==> src/rtl/branch_pc_unit_if.sv <==
// Bundles the fetch handshake, decoder branch/halt inputs and PC/status outputs of branch_pc_unit.
interface branch_pc_unit_if #(
  parameter int PC_W    = 10,
  parameter int INSTR_W = 9,
  parameter int CNT_W   = 16
);
  logic               start;
  logic [PC_W-1:0]    startAddr;
  logic               imemAck;
  logic [INSTR_W-1:0] imemData;
  logic               branchEn;
  logic               branchType;
  logic [7:0]         branchOff;
  logic               zero;
  logic               haltReq;
  logic [PC_W-1:0]    pc;
  logic               imemReq;
  logic [INSTR_W-1:0] instr;
  logic               instrValid;
  logic               done;
  logic [CNT_W-1:0]   cycleCount;

  modport master (
    output start, startAddr, imemAck, imemData, branchEn, branchType, branchOff, zero, haltReq,
    input  pc, imemReq, instr, instrValid, done, cycleCount
  );

  modport slave (
    input  start, startAddr, imemAck, imemData, branchEn, branchType, branchOff, zero, haltReq,
    output pc, imemReq, instr, instrValid, done, cycleCount
  );
endinterface

==> src/rtl/branch_pc_unit.sv <==
// Program counter sequencer: fetches one instruction at a time, resolves branches/halt in a
// single EXEC cycle and counts the cycles spent fetching and executing.
module branch_pc_unit #(
  parameter int PC_W    = 10,
  parameter int INSTR_W = 9,
  parameter int CNT_W   = 16
) (
  input  logic             clk,
  input  logic             rst,
  branch_pc_unit_if.slave  bus
);

  typedef enum logic [1:0] {IDLE, FETCH, EXEC, DONE} state_t;

  state_t             state;
  state_t             nextState;
  logic [PC_W-1:0]    pcReg;
  logic [INSTR_W-1:0] instrReg;
  logic               instrValidReg;
  logic [CNT_W-1:0]   cycleCountReg;
  logic [PC_W-1:0]    offExt;
  logic               taken;

  // Offset is sign-extended so negative displacements wrap modulo 2^PC_W.
  assign offExt = PC_W'($signed(bus.branchOff));
  assign taken  = bus.branchEn & (bus.branchType ? ~bus.zero : bus.zero);

  always_ff @(posedge clk or posedge rst) begin
    if (rst) state <= IDLE;
    else     state <= nextState;
  end

  always_comb begin
    nextState = state;
    case (state)
      IDLE, DONE: if (bus.start) nextState = FETCH;
      FETCH:      if (bus.imemAck) nextState = EXEC;
      EXEC:       nextState = bus.haltReq ? DONE : FETCH;
      default:    nextState = IDLE;
    endcase
  end

  always_ff @(posedge clk or posedge rst) begin
    if (rst) begin
      pcReg         <= '0;
      instrReg      <= '0;
      instrValidReg <= 1'b0;
      cycleCountReg <= '0;
    end else begin
      instrValidReg <= (state == FETCH) && bus.imemAck;
      case (state)
        IDLE, DONE: begin
          if (bus.start) begin
            pcReg         <= bus.startAddr;
            cycleCountReg <= '0;
          end
        end
        FETCH: begin
          if (cycleCountReg != '1) cycleCountReg <= cycleCountReg + CNT_W'(1);
          if (bus.imemAck) instrReg <= bus.imemData;
        end
        EXEC: begin
          if (cycleCountReg != '1) cycleCountReg <= cycleCountReg + CNT_W'(1);
          // Halt wins over a taken branch and freezes the PC on the halt instruction.
          if (!bus.haltReq) pcReg <= taken ? pcReg + offExt : pcReg + PC_W'(1);
        end
        default: ;
      endcase
    end
  end

  assign bus.pc         = pcReg;
  assign bus.instr      = instrReg;
  assign bus.instrValid = instrValidReg;
  assign bus.cycleCount = cycleCountReg;
  assign bus.imemReq    = (state == FETCH);
  assign bus.done       = (state == DONE);

endmodule

==> src/flat_wrapper.sv <==
// flat-port wrapper written by rule: the top's interface ports become plain ports
module branch_pc_unit_flat 
#(
  parameter int PC_W    = 10,
  parameter int INSTR_W = 9,
  parameter int CNT_W   = 16
)
  (clk, rst, bus_start, bus_startAddr, bus_imemAck, bus_imemData, bus_branchEn, bus_branchType, bus_branchOff, bus_zero, bus_haltReq, bus_pc, bus_imemReq, bus_instr, bus_instrValid, bus_done, bus_cycleCount);
  branch_pc_unit_if #(.PC_W(PC_W), .INSTR_W(INSTR_W), .CNT_W(CNT_W)) bus_i ();
  input  logic clk;
  input  logic rst;
  input wire logic [$bits(bus_i.start)-1:0] bus_start;
  input wire logic [$bits(bus_i.startAddr)-1:0] bus_startAddr;
  input wire logic [$bits(bus_i.imemAck)-1:0] bus_imemAck;
  input wire logic [$bits(bus_i.imemData)-1:0] bus_imemData;
  input wire logic [$bits(bus_i.branchEn)-1:0] bus_branchEn;
  input wire logic [$bits(bus_i.branchType)-1:0] bus_branchType;
  input wire logic [$bits(bus_i.branchOff)-1:0] bus_branchOff;
  input wire logic [$bits(bus_i.zero)-1:0] bus_zero;
  input wire logic [$bits(bus_i.haltReq)-1:0] bus_haltReq;
  output wire logic [$bits(bus_i.pc)-1:0] bus_pc;
  output wire logic [$bits(bus_i.imemReq)-1:0] bus_imemReq;
  output wire logic [$bits(bus_i.instr)-1:0] bus_instr;
  output wire logic [$bits(bus_i.instrValid)-1:0] bus_instrValid;
  output wire logic [$bits(bus_i.done)-1:0] bus_done;
  output wire logic [$bits(bus_i.cycleCount)-1:0] bus_cycleCount;
  assign bus_i.start = bus_start;
  assign bus_i.startAddr = bus_startAddr;
  assign bus_i.imemAck = bus_imemAck;
  assign bus_i.imemData = bus_imemData;
  assign bus_i.branchEn = bus_branchEn;
  assign bus_i.branchType = bus_branchType;
  assign bus_i.branchOff = bus_branchOff;
  assign bus_i.zero = bus_zero;
  assign bus_i.haltReq = bus_haltReq;
  assign bus_pc = bus_i.pc;
  assign bus_imemReq = bus_i.imemReq;
  assign bus_instr = bus_i.instr;
  assign bus_instrValid = bus_i.instrValid;
  assign bus_done = bus_i.done;
  assign bus_cycleCount = bus_i.cycleCount;
  branch_pc_unit #(.PC_W(PC_W), .INSTR_W(INSTR_W), .CNT_W(CNT_W)) u_core (.clk(clk), .rst(rst), .bus(bus_i));
endmodule
==> config.mk <==
export PLATFORM = sky130hd
export DESIGN_NAME = branch_pc_unit_flat
export DESIGN_NICKNAME = d
export VERILOG_FILES = /design/src/rtl/branch_pc_unit_if.sv /design/src/rtl/branch_pc_unit.sv /design/src/flat_wrapper.sv
export SDC_FILE = /design/constraint.sdc
export NUM_CORES = 1
export LEC_CHECK = 0
export ABC_AREA = 0
export CAP_MARGIN = 25
export CORE_MARGIN = 5
export CORE_UTILIZATION = 48
export CTS_CLUSTER_SIZE = 12
export DETAILED_ROUTE_END_ITERATION = 10
export DONT_BUFFER_PORTS = 1
export PLACE_DENSITY = 0.62
export SLEW_MARGIN = 20
export SYNTH_ARGS = -nofsm -noshare
export SYNTH_HDL_FRONTEND = slang
export SYNTH_SLANG_ARGS = --single-unit
export TNS_END_PERCENT = 10
==> constraint.sdc <==
create_clock -name clk -period 2.5 [get_ports clk]
set_input_delay 0.375 -clock clk [delete_from_list [all_inputs] [get_ports clk]]
set_output_delay 0.375 -clock clk [all_outputs]
set_load 0.01 [all_outputs]
==> results of run 1 <==
==> cells by family (layout without fill, tap and decap cells) <==
logic type,after synthesis,count (layout),share of synthesized area [%]
and+or+nand+nor,93,93,20.5
adders and majority gates,15,15,8.46
xor gates and xnor gates,15,15,5.69
buffers and inverters,14,20,2.33
muxes,18,18,8.29
AOI/OAI and AO/OA,51,51,13.5
DFF,38,38,41.2
==> final cells by class <==
| class | count | share of cell area (%) |
|---|---|---|
| clock buffers | 6 | 3.33 |
| well taps | 54 | 2.72 |
| multi-input cells | 192 | 52.5 |
| clock inverters | 2 | 0.504 |
| repair buffers | 5 | 1.51 |
| inverters | 7 | 1.06 |
| flip-flops and latches | 38 | 38.3 |
==> stage by stage <==
| step | setup WS [ps] | util [%] | cells |
|---|---|---|---|
| finish | 326 | 52.9 | 304 |
| global route | 148 | 52.9 | 304 |
| CTS | 299 | 52.9 | 304 |
| detailed placement | 165 | 50.9 | 296 |
| global placement | 229 | 50.9 | 296 |
| floorplan | 245 | - | 244 |
==> power by group <==
group | total (mW) | internal [mW] | leakage (nW) | switching (mW)
Sequential | 1.12 | 0.827 | 0.485 | 0.293
Clock | 0.450 | 0.222 | 0.0472 | 0.228
Combinational | 1.11 | 0.487 | 0.561 | 0.623
Total | 2.68 | 1.54 | 1.09 | 1.14
==> state kept, by name (all words and copies together) (netlist names) <==
register,cells
u_core.bus.cycleCount,16
u_core.bus.pc,10
u_core.bus.instr,9
u_core.state,2
u_core.bus.instrValid,1
==> metal layers <==
metal  GRT usage [%]  share of wire (%)  vias up
met5               0                  0        -
met4            5.15                1.4        0
met3            5.90                8.5        6
met2            28.2                 49       55
met1            19.3                 41      798
li1                -                  -      884
==> worst paths after layout <==
path | slack [ps] | endpoint | cells past startpoint | from
max | 330 | u_core.bus.cycleCount[13] | 8 | u_core.state[0]
min | 80 | u_core.bus.pc[1] | 2 | rst
max reg2reg | 330 | u_core.bus.cycleCount[13] | 8 | u_core.state[0]
min reg2reg | 580 | u_core.state[1] | 1 | u_core.state[1]
max in group asynchronous | 2070 | u_core.bus.cycleCount[2] | 2 | rst
min in group clk | 160 | u_core.bus.cycleCount[1] | 1 | bus_start
==> synthesized netlist by cell type, drive strengths merged (2+ instances only) <==
| cell | n | share of area [%] |
|---|---|---|
| a21o | 4 | 1.3 |
| a21oi | 18 | 3.9 |
| o22ai | 4 | 1.1 |
| xnor2 | 9 | 3.4 |
| mux2i | 9 | 3.9 |
| o21ai | 14 | 3.0 |
| o211ai | 2 | 0.65 |
| nor4 | 3 | 0.81 |
| inv | 7 | 1.1 |
| clkbuf | 5 | 0.81 |
| nand3b | 2 | 0.65 |
| mux2 | 9 | 4.4 |
| ha | 14 | 7.6 |
| dfrtp | 38 | 41 |
| nand2b | 3 | 0.81 |
| nand4 | 3 | 0.81 |
| nor3 | 10 | 2.4 |
| buf | 2 | 0.38 |
| and3 | 9 | 2.4 |
| nand2 | 27 | 4.4 |
| nor3b | 4 | 1.3 |
| o31ai | 2 | 1.2 |
| xor2 | 6 | 2.3 |
| nand3 | 8 | 2.0 |
| a31oi | 3 | 0.81 |
| nor2 | 15 | 2.4 |
| or3 | 4 | 1.1 |
| nor2b | 2 | 0.54 |
==> worst register-to-register path, stage by stage (launching register included) <==
cell and delay, ps:
dfrtp_1 440, inv_1 60, ha_1 440, nor2b_1 210
nor2_1 210, o31ai_4 160, nor4_1 320, xnor2_1 160
nor2_1 50
==> metrics, run 1 <==
maximum clock frequency=0.460 GHz; Sum Neg Setup Slack=0 ps; share of the clock period used by the worst path after layout=87.0%; areal power density over the cells=1080 nW/µm²; sequential share of the synthesized area=41.2%; Max VDD drop=0.525 mV; via count of the first global-routing pass=1711; number of top-level design ports=73; Core Area=4690 µm²; Final Hold Vio Count=0; master of the slowest instance on the critical path=dfrtp_1; Net Count, Synth=294; fin. max-slew vios=0; layout cells sized above 1=10.0%; # setup viols final=0; slew at the pin with the worst max-slew slack=491 ps; CTS-repair resized insts=0; die height=79.4 µm; clock-pin slew on the worst setup and hold paths=80 ps; Detailed Route Iter0 Violations=57; RSZ-0062 raised after global routing=no; post-route clock skew=5.98 ps; routed vias/inst=5.73; antenna violations before repair=0; antenna cell count=0; hold crit path type=input pin to asynchronous set/reset pin; status=finished, final reports clean; cell repeated most along the worst path=nor2_1; remaining max-slew budget at the tightest pin=67.2%; H-tree depth reported by CTS=2; Critical Path Fanout Max=13; post-detailed-placement cell area=2390 µm²; synthesized area divided by synthesized cell count=9.46 µm²; fraction of registers with async set/reset=100%; All-Layer GR Usage=16.5%; max-capacitance violation count=0; total power consumption of the routed design=2.68 mW; remaining global-route overflow=0; remaining design rule violation count=0; total die area=6300 µm²; number of fillers in the final layout=455; final weighted congestion of routability-driven global placement=0.895; CP Data Required Time=2660 ps; path type of the worst setup path=register to register; Port-buffer cells=0; kind of cell with the highest combined delay on the critical path=simple AND/OR/NAND/NOR gates; category of the worst setup path launch point=register; routed wire length=4.94 mm; gate count after technology mapping=244; Yosys Warn Count=0; buffer depth of the longest clock path=2; crit-path max cell delay=440 ps; wire length of the first global-routing pass=8.23 mm; die width=79.4 µm; flip-flop and latch count after synthesis=38; final antenna-violating net count=0; wire length per cell=16.2 µm; arrival time of the worst setup path=2340 ps; commonest cells after routing, fill and taps aside=38 x dfrtp_1, 27 x nand2_1, 18 x a21oi_1, 15 x nor2_1, 14 x ha_1; number of buffers added to fix hold violations after cts=0; total non-filler cell area in the finished layout=2480 µm²; area added between synthesis and finish=7.48%; Placement Rows=25; final period demand of the worst path=2170 ps; leading register cell type out of synthesis=dfrtp_1; TritonCTS clock tree=yes; netlist area before placement=2310 µm²; leakage power total=1.09 nW; initial cell density of the core=49.2%; CTS buffer count=5; clock sink count=38; clock insertion delay at the later pin of the skew report=290 ps; critical path cell sequence=inv_1 -> ha_1 -> nor2b_1 -> nor2_1 -> o31ai_4 -> nor4_1 -> xnor2_1 -> nor2_1; Clock Tree Root=clkbuf_8; critical path buffer and inverter count=1; area of the multi-input gates=1300 µm²; critical path endpoint category=register; library cells used by synthesis=41; number of vias after detailed routing=1743; pin count of the biggest net entering global routing=39; number of setup buffers added after CTS=0; NumNets Final=299; placed wire-length estimate after detailed placement=3.76 mm; EDFF count, synth=0; leading cell type in the layout, fill and taps excluded=dfrtp_1; area occupied by registers=951 µm²; number of search-and-repair iterations in the first detailed-routing pass=4; Final Hold Slack=82.3 ps
Power figures use the tool's default switching activity.
==> inputs of run 2 (changes only) <==
Clock period 2.5 ns to 2.6 ns, I/O delays scaled along.
==> run 2 against run 1 <==
  * Count of clock-buffer cells in the layout is the same
  * Combinational power shrank 4%
  * Critical path type unchanged
  * Clock power up 15%
  * Clock skew increased by 4.6 ps
  * Via count rose by 2.0%
  * Critical path depth did not move
  * Sequential share of layout area fell by 0.27 points
  * Register-to-register slack better by 90 ps
==> metrics, run 2 (synthesis gave the netlist of run 1 again) <==
total power consumption of the routed design=2.67 mW (was 2.68 mW); status=finished, final reports clean (unchanged); number of search-and-repair iterations in the first detailed-routing pass=4 (unchanged); # setup viols final=0 (unchanged); All-Layer GR Usage=16.5% (about the same); Clock power frac=19.3% (was 16.8%); CTS buffer count=5 (unchanged); areal power density over the cells=1070 nW/µm² (was 1080 nW/µm²); Internal Pwr Total=1.57 mW (was 1.54 mW); path type of the worst setup path=register to register (unchanged); Critical Path Fanout Max=12 (was 13); CP Data Required Time=2760 ps (was 2660 ps); die height=79.4 µm (unchanged); Port-buffer cells=0 (unchanged); clock sink count=38 (unchanged); Placement Rows=25 (unchanged); routed wire length=5.01 mm (was 4.94 mm); relative contribution of sequential cells to total power=40.6% (was 41.8%); share of the clock period used by the worst path after layout=84.1% (was 87.0%); number of setup buffers added after CTS=0 (unchanged); Detailed Route Iter0 Violations=55 (was 57); area added between synthesis and finish=8.24% (was 7.48%); leakage power total=1.10 nW (was 1.09 nW); CTS-repair resized insts=0 (unchanged); remaining design rule violation count=0 (unchanged); hold crit path type=input pin to asynchronous set/reset pin (unchanged); wire length per cell=16.5 µm (was 16.2 µm); master of the slowest instance on the critical path=dfrtp_1 (unchanged); buffer depth of the longest clock path=2 (unchanged); remaining global-route overflow=0 (unchanged); Core Area=4690 µm² (unchanged); number of buffers added to fix hold violations after cts=0 (unchanged); start of the worst register-to-register path=u_core.state[0] (unchanged); layout cells sized above 1=9.64% (was 10.0%); critical path endpoint category=register (unchanged); kind of cell with the highest combined delay on the critical path=simple AND/OR/NAND/NOR gates (unchanged); Sum Neg Setup Slack=0 ps (unchanged); commonest cells after routing, fill and taps aside=38 x dfrtp_1, 27 x nand2_1, 18 x a21oi_1, 15 x nor2_1, 14 x ha_1 (unchanged); category of the worst setup path launch point=register (unchanged); pin count of the biggest net entering global routing=39 (unchanged); die width=79.4 µm (unchanged); final antenna-violating net count=0 (unchanged); number of top-level design ports=73 (unchanged); net switching power=1.10 mW (was 1.14 mW); post-route clock skew=10.6 ps (was 5.98 ps); critical path cell sequence=inv_1 -> ha_1 -> nor2b_1 -> nor2_1 -> o31ai_4 -> nor4_1 -> xnor2_1 -> nor2_1 (unchanged); total die area=6300 µm² (unchanged); TritonCTS clock tree=yes (unchanged); initial cell density of the core=49.2% (unchanged); max-capacitance violation count=0 (unchanged); slew at the pin with the worst max-slew slack=489 ps (was 491 ps); leading cell type in the layout, fill and taps excluded=dfrtp_1 (unchanged); NumNets Final=299 (unchanged); RSZ-0062 raised after global routing=no (unchanged); remaining max-slew budget at the tightest pin=67.4% (was 67.2%); antenna violations before repair=0 (unchanged); clock-pin slew on the worst setup and hold paths=80 ps (about the same); number of vias after detailed routing=1777 (was 1743); fin. max-slew vios=0 (unchanged); switching power as a share of total power=41.1% (was 42.7%); Setup crit start=u_core.state[0] (unchanged); via count of the first global-routing pass=1698 (was 1711); cell repeated most along the worst path=nor2_1 (unchanged); Max VDD drop=0.491 mV (was 0.525 mV); wire length of the first global-routing pass=8.24 mm (was 8.23 mm); crit-path max cell delay=430 ps (was 440 ps); Clock Tree Root=clkbuf_8 (unchanged); critical path buffer and inverter count=1 (unchanged); final weighted congestion of routability-driven global placement=0.840 (was 0.895); antenna cell count=0 (unchanged); Largest register FFs=16 (unchanged); routed vias/inst=5.86 (was 5.73); maximum clock frequency=0.457 GHz (was 0.460 GHz); final period demand of the worst path=2190 ps (was 2170 ps); combinational power share=40.1% (was 41.4%); arrival time of the worst setup path=2350 ps (was 2340 ps); Final Hold Vio Count=0 (unchanged); placed wire-length estimate after detailed placement=3.78 mm (was 3.76 mm); clock insertion delay at the later pin of the skew report=290 ps (about the same); H-tree depth reported by CTS=2 (unchanged)
==> run 2: cell types whose count changed in the layout (fill, tap and decap cells not counted) <==
cell / previous run / this run
bufinv_16: 0 / 1
clkinv_2: 1 / 0
clkinvlp_4: 1 / 0
==> run 2: layer usage <==
layer	track usage, %	wire (µm)
met2	27.1	2490
met5	0	0
met4	4.12	49
met3	5.56	342
met1	21.0	2120
==> run 2: layout make-up <==
type	count	area, µm²
multi-input cells	192	1300
well taps	54	67.6
flip-flops and latches	38	951
inverters	7	26.3
fillers	455	2190
repair buffers	5	37.5
clock buffers	6	82.6
clock inverters	1	30.0
==> run 2: path summary, 6_finish.rpt <==
path | to | slack [ps] | depth (start not counted)
max in group asynchronous | u_core.bus.cycleCount[15] | 2150 | 2
hold reg to reg | u_core.bus.instr[1] | 590 | 1
setup / recovery | u_core.bus.cycleCount[13] | 410 | 8
hold / removal | u_core.bus.pc[1] | 100 | 2
setup reg to reg | u_core.bus.cycleCount[13] | 410 | 8
min in group clk | u_core.bus.cycleCount[1] | 190 | 1
==> run 2: through the flow <==
step / area, µm² / hold WS [ps] / setup WS, ps / instances / utilization [%]
3_3_place_gp: 2390 / 434 / 321 / 296 / 50.9
2_1_floorplan: 2310 / 479 / 330 / 244 / -
6_report: 2500 / 105 / 414 / 303 / 53.3
4_1_cts: 2500 / 114 / 389 / 303 / 53.3
3_5_place_dp: 2390 / 434 / 255 / 296 / 50.9
5_1_grt: 2500 / 179 / 225 / 303 / 53.3
==> run 2: power groups by stage <==
stage          registers (mW)  logic, mW  clock network (mW)
4_1_cts                  1.09       1.08               0.528
2_1_floorplan            1.03      0.880                   0
5_1_grt                  1.11       1.24               0.551
3_5_place_dp             1.10       1.08                   0
3_3_place_gp             1.10       1.06                   0
6_report                 1.08       1.07               0.516
==> inputs of run 3 (changes only) <==
Clock period 2.6 ns to 2.1 ns, I/O delays scaled along.
==> run 3 against run 2 <==
  * Count of clock-buffer cells in the layout is the same
  * Clock skew fell by 2.0 ps
  * Via count is 1.9% higher
  * Global-route usage is 1.4 points higher
  * Hold slack lost 72 ps
  * Sequential share of layout area decreased by 2.2 points
  * Critical endpoint is now u_core.bus.pc[8]
==> metrics, run 3 (synthesis gave the netlist of run 1 again) <==
status=finished, final reports clean (unchanged); buffer depth of the longest clock path=2 (unchanged); reg-to-reg setup timing slack=160 ps (was 410 ps); slew at the pin with the worst max-slew slack=495 ps (was 489 ps); Critical Path Fanout Max=2 (was 12); die height=79.4 µm (unchanged); fin. max-slew vios=0 (unchanged); Core Area=4690 µm² (unchanged); Max VDD drop=0.624 mV (was 0.491 mV); via count of the first global-routing pass=1837 (was 1698); Internal Pwr Total=2.08 mW (was 1.57 mW); number of search-and-repair iterations in the first detailed-routing pass=4 (unchanged); die width=79.4 µm (unchanged); cell repeated most along the worst path=a21oi_1 (was nor2_1); clock sink count=38 (unchanged); antenna cell count=0 (unchanged); path type of the worst setup path=register to register (unchanged); arrival time of the worst setup path=2110 ps (was 2350 ps); placed wire-length estimate after detailed placement=4.00 mm (was 3.78 mm); area added between synthesis and finish=14.8% (was 8.24%); Sum Neg Setup Slack=0 ps (unchanged); CP Data Required Time=2280 ps (was 2760 ps); crit-path max cell delay=390 ps (was 430 ps); Placement Rows=25 (unchanged); remaining global-route overflow=0 (unchanged); number of fillers in the final layout=430 (was 455); relative contribution of sequential cells to total power=37.1% (was 40.6%); TritonCTS clock tree=yes (unchanged); Detailed Route Iter0 Violations=60 (was 55); number of setup buffers added after CTS=0 (unchanged); remaining design rule violation count=0 (unchanged); leakage power total=1.19 nW (was 1.10 nW); number of vias after detailed routing=1811 (was 1777); category of the worst setup path launch point=register (unchanged); initial cell density of the core=49.2% (unchanged); H-tree depth reported by CTS=2 (unchanged); number of buffers added to fix hold violations after cts=0 (unchanged); clock-pin slew on the worst setup and hold paths=80 ps (about the same); Port-buffer cells=0 (unchanged); antenna violations before repair=0 (unchanged); remaining max-slew budget at the tightest pin=67.0% (was 67.4%); layout cells sized above 1=16.2% (was 9.64%); Final Hold Vio Count=0 (unchanged); leading cell type in the layout, fill and taps excluded=dfrtp_1 (unchanged); maximum clock frequency=0.517 GHz (was 0.457 GHz); NumNets Final=315 (was 299); Clock power frac=18.3% (was 19.3%); pin count of the biggest net entering global routing=39 (unchanged); hold crit path type=input pin to asynchronous set/reset pin (unchanged); Placed Instances=312 (was 296); Clock Tree Root=clkbuf_8 (unchanged); share of the clock period used by the worst path after layout=92.1% (was 84.1%); fin cells=319 (was 303); critical path buffer and inverter count=0 (was 1); switching power as a share of total power=40.2% (was 41.1%); wire length per cell=16.6 µm (was 16.5 µm); critical path endpoint category=register (unchanged); max-capacitance violation count=0 (unchanged); routed wire length=5.30 mm (was 5.01 mm); CTS buffer count=5 (unchanged); Largest register FFs=16 (unchanged); areal power density over the cells=1310 nW/µm² (was 1070 nW/µm²); number of top-level design ports=73 (unchanged); total power consumption of the routed design=3.47 mW (was 2.67 mW); # setup viols final=0 (unchanged); post-route clock skew=8.53 ps (was 10.6 ps); wire length of the first global-routing pass=8.90 mm (was 8.24 mm); routed vias/inst=5.68 (was 5.86); final period demand of the worst path=1940 ps (was 2190 ps); All-Layer GR Usage=17.9% (was 16.5%); final antenna-violating net count=0 (unchanged); commonest cells after routing, fill and taps aside=38 x dfrtp_1, 27 x nand2_1, 20 x buf_4, 18 x a21oi_1, 15 x nor2_1 (was 38 x dfrtp_1, 27 x nand2_1, 18 x a21oi_1, 15 x nor2_1, 14 x ha_1); total die area=6300 µm² (unchanged); kind of cell with the highest combined delay on the critical path=adder cells (was simple AND/OR/NAND/NOR gates); clock insertion delay at the later pin of the skew report=290 ps (about the same); combinational power share=44.6% (was 40.1%); CTS-repair resized insts=0 (unchanged); net switching power=1.40 mW (was 1.10 mW); critical path cell sequence=ha_1 -> fa_1 -> a21o_1 -> a21oi_1 -> nand2b_1 -> a21oi_1 -> mux2i_1 -> nand2_1 (was inv_1 -> ha_1 -> nor2b_1 -> nor2_1 -> o31ai_4 -> nor4_1 -> xnor2_1 -> nor2_1); RSZ-0062 raised after global routing=no (unchanged); master of the slowest instance on the critical path=dfrtp_1 (unchanged); final weighted congestion of routability-driven global placement=0.900 (was 0.840)
[run 3: changes by cell type in the layout (fill, tap and decap cells not counted), sizes merged]
cell	change
buf	+16
[run 3: through the flow]
stage | setup slack (ps) | util, % | cell area, µm² | hold slack (ps)
3_5_place_dp | -35.8 | 53.8 | 2520 | 363
5_1_grt | 16.2 | 56.5 | 2650 | 87.8
2_1_floorplan | 32.6 | - | 2330 | 404
3_3_place_gp | -5.86 | 53.8 | 2520 | 364
6_report | 165 | 56.5 | 2650 | 32.1
4_1_cts | 69.5 | 56.2 | 2640 | 41.0
[run 3: worst register-to-register path, delay by kind of cell, from the launching register on]
family / cells / cell delay (ps)
adders and majority gates: 2 / 620
and+or+nand+nor: 2 / 210
AOI/OAI and AO/OA: 3 / 450
DFF: 1 / 390
muxes: 1 / 160
[run 3: final timing paths]
kind	startpoint	to	cells past startpoint
setup / recovery	u_core.bus.pc[0]	u_core.bus.pc[8]	8
hold / removal	rst	u_core.bus.pc[0]	2
setup reg to reg	u_core.bus.pc[0]	u_core.bus.pc[8]	8
max in group asynchronous	rst	u_core.bus.cycleCount[5]	2
hold reg to reg	u_core.bus.pc[4]	u_core.bus.pc[4]	2
min in group clk	bus_start	u_core.bus.cycleCount[2]	1
[run 3: cell type report]
type                            instances  area [µm²]  area share, %
Timing Repair Buffer                   21         161           6.09
Sequential cell                        38         951           35.9
Tap cell                               54        67.6           2.55
Inverter                                7        26.3          0.992
Multi-Input combinational cell        192        1330           50.2
Clock buffer                            6        82.6           3.12
Clock inverter                          1        30.0           1.13
[run 3: layer usage]
| layer | GRT usage [%] | part of all wire [%] | vias to the layer above |
|---|---|---|---|
| met5 | 0 | 0 | - |
| met2 | 29.2 | 50 | 43 |
| met3 | 5.22 | 6.2 | 4 |
| met4 | 6.70 | 0.96 | 0 |
| li1 | - | - | 914 |
| met1 | 22.4 | 43 | 850 |
[run 3: power by group through the flow]
| stage | logic [mW] | registers, mW | clock network [mW] |
|---|---|---|---|
| global route | 1.76 | 1.32 | 0.690 |
| finish | 1.55 | 1.29 | 0.635 |
| detailed placement | 1.55 | 1.30 | 0 |
| CTS | 1.55 | 1.29 | 0.661 |
| floorplan | 1.09 | 1.28 | 0 |
| global placement | 1.52 | 1.30 | 0 |
